`src/rtl/top.sv`:
```
// Single-block SHA-256 engine: pads a fixed-length message into one 512-bit block
// and runs 64 rounds, one per clock, with a 16-word sliding message schedule.
module top #(
  parameter int MSG_SIZE    = 120,
  parameter int PADDED_SIZE = 512
) (
  input  logic                clk,
  input  logic                reset,
  input  logic                start,
  input  logic [MSG_SIZE-1:0] message,
  output logic [255:0]        hashed
);

  typedef enum logic [1:0] {IDLE, COMPUTE, FINAL, DONE} state_t;

  localparam logic [31:0] K [64] = '{
    32'h428a2f98, 32'h71374491, 32'hb5c0fbcf, 32'he9b5dba5, 32'h3956c25b, 32'h59f111f1, 32'h923f82a4, 32'hab1c5ed5,
    32'hd807aa98, 32'h12835b01, 32'h243185be, 32'h550c7dc3, 32'h72be5d74, 32'h80deb1fe, 32'h9bdc06a7, 32'hc19bf174,
    32'he49b69c1, 32'hefbe4786, 32'h0fc19dc6, 32'h240ca1cc, 32'h2de92c6f, 32'h4a7484aa, 32'h5cb0a9dc, 32'h76f988da,
    32'h983e5152, 32'ha831c66d, 32'hb00327c8, 32'hbf597fc7, 32'hc6e00bf3, 32'hd5a79147, 32'h06ca6351, 32'h14292967,
    32'h27b70a85, 32'h2e1b2138, 32'h4d2c6dfc, 32'h53380d13, 32'h650a7354, 32'h766a0abb, 32'h81c2c92e, 32'h92722c85,
    32'ha2bfe8a1, 32'ha81a664b, 32'hc24b8b70, 32'hc76c51a3, 32'hd192e819, 32'hd6990624, 32'hf40e3585, 32'h106aa070,
    32'h19a4c116, 32'h1e376c08, 32'h2748774c, 32'h34b0bcb5, 32'h391c0cb3, 32'h4ed8aa4a, 32'h5b9cca4f, 32'h682e6ff3,
    32'h748f82ee, 32'h78a5636f, 32'h84c87814, 32'h8cc70208, 32'h90befffa, 32'ha4506ceb, 32'hbef9a3f7, 32'hc67178f2
  };

  localparam logic [255:0] H_INIT = {
    32'h6a09e667, 32'hbb67ae85, 32'h3c6ef372, 32'ha54ff53a,
    32'h510e527f, 32'h9b05688c, 32'h1f83d9ab, 32'h5be0cd19
  };

  state_t state, state_next;

  logic [5:0]             round;
  logic [31:0]            w [16];
  logic [31:0]            a, b, c, d, e, f, g, h;
  logic [PADDED_SIZE-1:0] padded;
  logic [31:0]            t1, t2, w_new;

  function automatic logic [31:0] rotr(input logic [31:0] x, input int n);
    return (x >> n) | (x << (32 - n));
  endfunction

  // Message, a single 1 bit just below it, and the bit length in the low 64 bits
  assign padded = {message, {(PADDED_SIZE-MSG_SIZE){1'b0}}}
                | ({{(PADDED_SIZE-1){1'b0}}, 1'b1} << (PADDED_SIZE - 1 - MSG_SIZE))
                | {{(PADDED_SIZE-64){1'b0}}, 64'(MSG_SIZE)};

  // w[0] is always W[t]; w_new is W[t+16] built from the rest of the window
  always_comb begin
    t1 = h + (rotr(e, 6) ^ rotr(e, 11) ^ rotr(e, 25)) + ((e & f) ^ (~e & g)) + K[round] + w[0];
    t2 = (rotr(a, 2) ^ rotr(a, 13) ^ rotr(a, 22)) + ((a & b) ^ (a & c) ^ (b & c));
    w_new = (rotr(w[14], 17) ^ rotr(w[14], 19) ^ (w[14] >> 10)) + w[9]
          + (rotr(w[1], 7) ^ rotr(w[1], 18) ^ (w[1] >> 3)) + w[0];
  end

  always_ff @(posedge clk) begin
    if (reset) state <= IDLE;
    else       state <= state_next;
  end

  always_comb begin
    state_next = state;
    case (state)
      IDLE:    if (start) state_next = COMPUTE;
      COMPUTE: if (round == 6'd63) state_next = FINAL;
      FINAL:   state_next = DONE;
      DONE:    state_next = IDLE;
      default: state_next = IDLE;
    endcase
  end

  always_ff @(posedge clk) begin
    if (reset) begin
      hashed <= '0;
      round  <= '0;
      {a, b, c, d, e, f, g, h} <= '0;
      for (int i = 0; i < 16; i++) w[i] <= '0;
    end else begin
      case (state)
        IDLE: begin
          if (start) begin
            for (int i = 0; i < 16; i++) w[i] <= padded[PADDED_SIZE-1-32*i -: 32];
            {a, b, c, d, e, f, g, h} <= H_INIT;
            round <= '0;
          end
        end
        COMPUTE: begin
          for (int i = 0; i < 15; i++) w[i] <= w[i+1];
          w[15] <= w_new;
          h <= g;
          g <= f;
          f <= e;
          e <= d + t1;
          d <= c;
          c <= b;
          b <= a;
          a <= t1 + t2;
          round <= round + 6'd1;
        end
        FINAL: begin
          hashed <= {H_INIT[255:224] + a, H_INIT[223:192] + b,
                     H_INIT[191:160] + c, H_INIT[159:128] + d,
                     H_INIT[127:96]  + e, H_INIT[95:64]   + f,
                     H_INIT[63:32]   + g, H_INIT[31:0]    + h};
        end
        default: ;
      endcase
    end
  end

endmodule

```
`config.mk`:
```
export PLATFORM = sky130hd
export DESIGN_NAME = top
export DESIGN_NICKNAME = d
export VERILOG_FILES = /design/src/rtl/top.sv
export SDC_FILE = /design/constraint.sdc
export NUM_CORES = 2
export LEC_CHECK = 0
export CAP_MARGIN = 20
export CELL_PAD_IN_SITES_DETAIL_PLACEMENT = 0
export CELL_PAD_IN_SITES_GLOBAL_PLACEMENT = 1
export CORE_MARGIN = 1.5
export CORE_UTILIZATION = 52
export CTS_BUF_LIST = sky130_fd_sc_hd__clkbuf_2 sky130_fd_sc_hd__clkbuf_4 sky130_fd_sc_hd__clkbuf_8
export DETAILED_ROUTE_END_ITERATION = 8
export PLACE_DENSITY = 0.9
export REMOVE_ABC_BUFFERS = 1
export SLEW_MARGIN = 20
export SYNTH_ARGS = -nofsm -noshare
export SYNTH_HDL_FRONTEND = slang
export SYNTH_SLANG_ARGS = --single-unit
export TNS_END_PERCENT = 30
```
`constraint.sdc`:
```
create_clock -name clk -period 28.5 [get_ports clk]
set_input_delay 5.7 -clock clk [delete_from_list [all_inputs] [get_ports clk]]
set_output_delay 5.7 -clock clk [all_outputs]
set_load 0.01 [all_outputs]
```
### Yosys cells after proc, flatten, opt, wreduce, memory -nomap -nowiden

Memory sizes are Yosys's and may differ from the RTL's.
Index checks and enable logic that the tools add are counted.

| storage, ports and cells | value |
|---|---|
| register bits after elaboration | 520 |
| memory bits (writable) | 512 |
| memory bits (read-only) | 2048 |
| output and inout bits | 256 |
| logic and storage cells | 167 |
| memories kept | 2 |

| operators by class | value |
|---|---|
| $add $sub $neg | 19 |
| $lt $le $gt $ge | 1 |
| eq/ne operators | 6 |
| multiplexer cells | 64 |
| bitwise logic cells | 60 |
| reductions and logical operators | 4 |

Memories:

| name | depth | bits a word | read ports | clocked after Yosys merged registers in | write ports | RTL line | RTL |
|---|---|---|---|---|---|---|---|
| (no name shown) | 64 | 32 | 1 | 0 | 0 | 51 | `t1 = h + (rotr(e, 6) ^ rotr(e, 11) ^ rotr(e, 25)) + ((e & f) ^ (~e & g)) + K[round] + w[0];` |
| w | 16 | 32 | 16 | 0 | 16 | 35 | `logic [31:0] w [16];` |

Operators with widths:

| operator | count |
|---|---|
| 2-to-1 mux 32 bit | 42 |
| one-hot mux 32 bit (2 select lines) | 8 |
| adder 32 bit | 10 |
| bitwise XOR 32 bit | 9 |
| AND 32 bit | 5 |
| adder 31 x 32 -> 32 bit, first input constant | 3 |
| adder 32 bit, first input constant | 3 |
| adder 29 x 32 -> 32 bit, first input constant | 1 |
| adder 30 x 32 -> 32 bit, first input constant | 1 |
| inverter 32 bit | 1 |
| OR 1 bit | 32 |
| OR 10 x 32 -> 32 bit | 1 |
| OR 13 x 32 -> 32 bit | 1 |
| OR 14 x 32 -> 32 bit | 1 |
| OR 15 x 32 -> 32 bit | 1 |
| OR 19 x 32 -> 32 bit | 1 |
| OR 21 x 32 -> 32 bit | 1 |
| OR 25 x 32 -> 32 bit | 1 |
| OR 26 x 32 -> 32 bit | 1 |
| OR 30 x 32 -> 32 bit | 1 |
| OR 7 x 32 -> 32 bit | 1 |
| bitwise XOR 32 x 22 -> 32 bit | 1 |
| bitwise XOR 32 x 29 -> 32 bit | 1 |
| one-hot mux 6 bit (2 select lines) | 1 |
| other kinds (14) | 26 |

### Logic depth before layout (Yosys ltp)

| depth | value |
|---|---|
| word-level depth | 9 |
| gate-level depth with buffers | 38 |

### Worst setup path after synthesis

No wires, ideal clock.

| timing path | value |
|---|---|
| path type | input to register |
| start | input reset |
| end | memory w[3][4], in the netlist w[0][100] (enable) |
| library setup time | 2305 ps |
| data arrival time | 11206 ps |
| data required time | 26195 ps |
| setup slack | 14989 ps |
| stages | 4 |
| buffers on the path | 2 |
| path through | clkbuf_1 clkinv_1 clkbuf_1 nand3_1 |

RTL lines:

| item | RTL line | RTL |
|---|---|---|
| start: declaration | 8 | `input logic reset,` |
| end: declaration | 35 |  |

### Worst setup path in the final report

| timing path | value |
|---|---|
| start | register round[0] |
| end | register a[31] |

| on the way | value |
|---|---|
| cells in the longest elaborated chain, start to end | 8 |

Ends and longest elaborated chain:

| item | RTL line | RTL |
|---|---|---|
| start: declaration | 34 | `logic [5:0] round;` |
| start signal: assignment | 99 | `round <= round + 6'd1;` |
| inverter 6 -> 7 bit (implied by the code) | 51 |  |
| memory read (64 x 32 bit) | n/a |  |
| 2-to-1 mux 32 bit (implied by the code) (2 in a row) | 51 |  |
| adder 32 bit (2 in a row) | 51 |  |
| adder 32 bit | 98 | `a <= t1 + t2;` |
| one-hot mux 32 bit (2 select lines) | 80 | `case (state)` |
| end signal: assignment | 98 |  |
| end: declaration | 36 | `logic [31:0] a, b, c, d, e, f, g, h;` |

No other way between the ends. The select of a mux whose other input is x is not followed.
A chain may end at the register's enable or synchronous reset.

==> run summary <==
Seq/Total Area, Yosys: 44.9%
CTS tree: yes
DIE HEIGHT: 335 µm
CORE AREA: 109000 µm²
Largest delay share family, worst path: compound AO/OA/AOI/OAI gates
Top Ports: 379
HP Class: flop to flop
Crit path max fanout: 17
Clk_lat worst skew: 910 ps
Die W: 335 µm
Routability cong.: 0.997
Register cell area after layout: 25800 µm²
Starting DRC count in detailed routing: 4944
Crit path max-delay cell type: ha_1
# DRC: 0
Fraction of registers with async set/reset: 0%
Placed Cells: 7282
Syn avg cell area: 9.86 µm²
Mapped Cells: 5822
H-tree levels: 4
Via/cell ratio: 5.95
Share of cells above drive strength 1: 7.49%
Routed WL: 183 mm
Post-synthesis simple-gate area fraction: 15.3%
RSZ-0062 raised after global routing: no
Port Buf Inserts: 378
Global-route wire length before repair: 273 mm
Vias: 45200
Status: complete, no violations
Max-slew violations: 0
Total of max-cap violations: 0
Filler cells: 9204
Netlist cell types: 96
Compound-Gate Fraction of Synth Area: 14.4%
TritonCTS Buffers: 170
Minimum clock period: 9460 ps
Initial DRT Pass Iterations: 7
Clock transition at path regs: 60 ps
Vias in the first global route: 42700
Sum Neg Setup Slack: 0 ps
Most frequent CP cell: a21oi_1
Root Buffer: clkbuf_8
PostCTS Resize Cnt: 0
CP Capture Type: flop
Slew @ Worst Pin: 1240 ps
Initial Util: 52.6%
Max-slew headroom: 17.5%
XOR/XNOR Fraction of Synth Area: 8.43%
#FFs+latches synth: 1032
Area of the multi-input gates: 29200 µm²
Mux contribution to synthesized area: 2.30%
DP Wirelength: 130 mm
Remaining antenna violation count: 0
# clock sinks: 1032
Worst Path Buf+Inv: 3
Bufs on Longest Clock Path: 3
Netlist Area Pre-Place: 57400 µm²
Average routed wire per standard cell: 24.1 µm
Crit Path Category: flop to flop
Post-synth EDFFs: 512
Total gr overflow: 0
Reg2Reg Setup Slack: 19040 ps
Initial antenna violation count: 3
Die ar.: 112000 µm²
CP max stage delay: 970 ps
GR Util All Layers: 32.1%
Synth Warn #: 0
Hold buffers post-CTS: 0
Post-CTS Setup Inserts: 0
Worst Path Arrival: 10230 ps
Fin cells: 7596
Fmax: 106 MHz
Largest family of logic cells by synthesized area: simple AND/OR/NAND/NOR gates
Final period util: 33.2%
Setup Skew: 56.2 ps
Layout area overhead: 14.2%
Worst path required time: 29280 ps
Row cnt: 121
Post-Synth Adder-Cell Area: 10.3%
Setup violators final: 0
Final hold viol count: 0
Largest net degree at the start of global routing: 285
# nets final: 6442
CP Launch Type: flop
Main synth FF type: dfxtp_1
[logic make-up (layout without fill, tap and decap cells)]
kind of cell,count (synthesis),after routing
mux,124,124
compound gates,1226,1226
xor+xnor,550,550
fa+ha+maj,366,366
simple gates,1868,1868
flops,1032,1032
buf+inv,656,951
other cells,0,3
[Yosys cell counts, types with 18 or more instances]
library cell  count  share of area [%]
o211ai_1         27               0.35
a311oi_1         40               0.61
a21oi_1         254                2.2
o21bai_1         21               0.27
o22ai_1         113                1.2
mux2_2           23               0.45
xnor2_1         397                6.1
buf_2            18               0.16
ha_1            153                3.3
dfxtp_1         520                 18
nand3_1         148                1.3
nand2b_1         39               0.43
o21a_1           27               0.35
nor2_1          678                4.4
mux2i_1          97                1.7
buf_1            47               0.31
maj3_1           26               0.45
and3_1          389                4.2
or3_1            26               0.28
nor2b_1          22               0.24
o21ai_0         195                1.7
a211oi_1        134                1.8
edfxtp_1        512                 27
a31oi_1          28               0.31
nand2_1         425                2.8
nor3_1           52               0.45
o21ai_1          23               0.20
a22o_1           35               0.53
inv_1           205                1.3
a22oi_1         108                1.4
xor2_1          151                2.3
fa_1            187                6.5
a21o_1           81                1.1
clkbuf_1        381                2.5
[state kept, by name (all words and copies together) (netlist names)]
| register | count |
|---|---|
| d | 32 |
| e | 32 |
| a | 32 |
| state | 2 |
| w | 512 |
| f | 32 |
| c | 32 |
| hashed | 256 |
| round | 6 |
| g | 32 |
| h | 32 |
| b | 32 |
[cell usage in the layout (no fill, tap or decap), types with 40 or more instances in the layout]
cell               n
a211oi_1         134
nor3_1            52
nor2_1           676
ha_1             151
clkdlybuf4s50_1  377
dfxtp_1          516
xnor2_1          397
o21ai_0          194
buf_4             52
a21o_1            81
and3_1           389
inv_1            205
nand2_1          423
xor2_1           151
fa_1             187
edfxtp_1         512
o22ai_1          113
clkbuf_4          63
a22oi_1          108
mux2i_1           97
a21oi_1          253
nand3_1          145
a311oi_1          40
clkbuf_8         185
[per-layer routing]
metal / part of all wire (%) / vias up / track usage, %
met3: 7.6 / 387 / 5.98
li1: - / 21000 / -
met1: 43 / 22000 / 43.9
met4: 4.2 / 4 / 13.4
met2: 46 / 1888 / 50.2
met5: 0.014 / - / 0
[through the flow]
stage | instance area [µm²] | worst slack [ps] | util, % | hold WS (ps)
6_report | 65600 | 19040 | 60.1 | 471
5_1_grt | 65600 | 18450 | 60.1 | 498
4_1_cts | 65500 | 19150 | 60.0 | 472
3_5_place_dp | 61900 | 18580 | 56.7 | 463
3_3_place_gp | 61900 | 18660 | 56.7 | 459
2_1_floorplan | 55700 | 11270 | - | 480
[cell type report]
class	instances	area share, %
repair buffers	433	6.47
clock buffers	248	4.60
inverters	208	1.21
diodes	3	0.0115
flip-flops and latches	1032	39.3
clock inverters	62	0.960
multi-input cells	4134	44.6
well taps	1476	2.82
[worst paths after layout]
kind	startpoint	end	depth (start not counted)
worst min-delay path	hashed[150]	hashed[150]	2
worst max-delay path	round[0]	a[31]	33
worst min register to register	hashed[150]	hashed[150]	2
worst max register to register	round[0]	a[31]	33
[worst register-to-register path: cells and delay by family (launching register included)]
family	cells	cell delay, ps
buf+inv	3	670
compound gates	16	3600
flops	1	310
xor+xnor	2	490
fa+ha+maj	6	2980
simple gates	6	1320
Power is not shown: default switching activity piles up to over one toggle a cycle in this logic, so the estimate is an artifact.
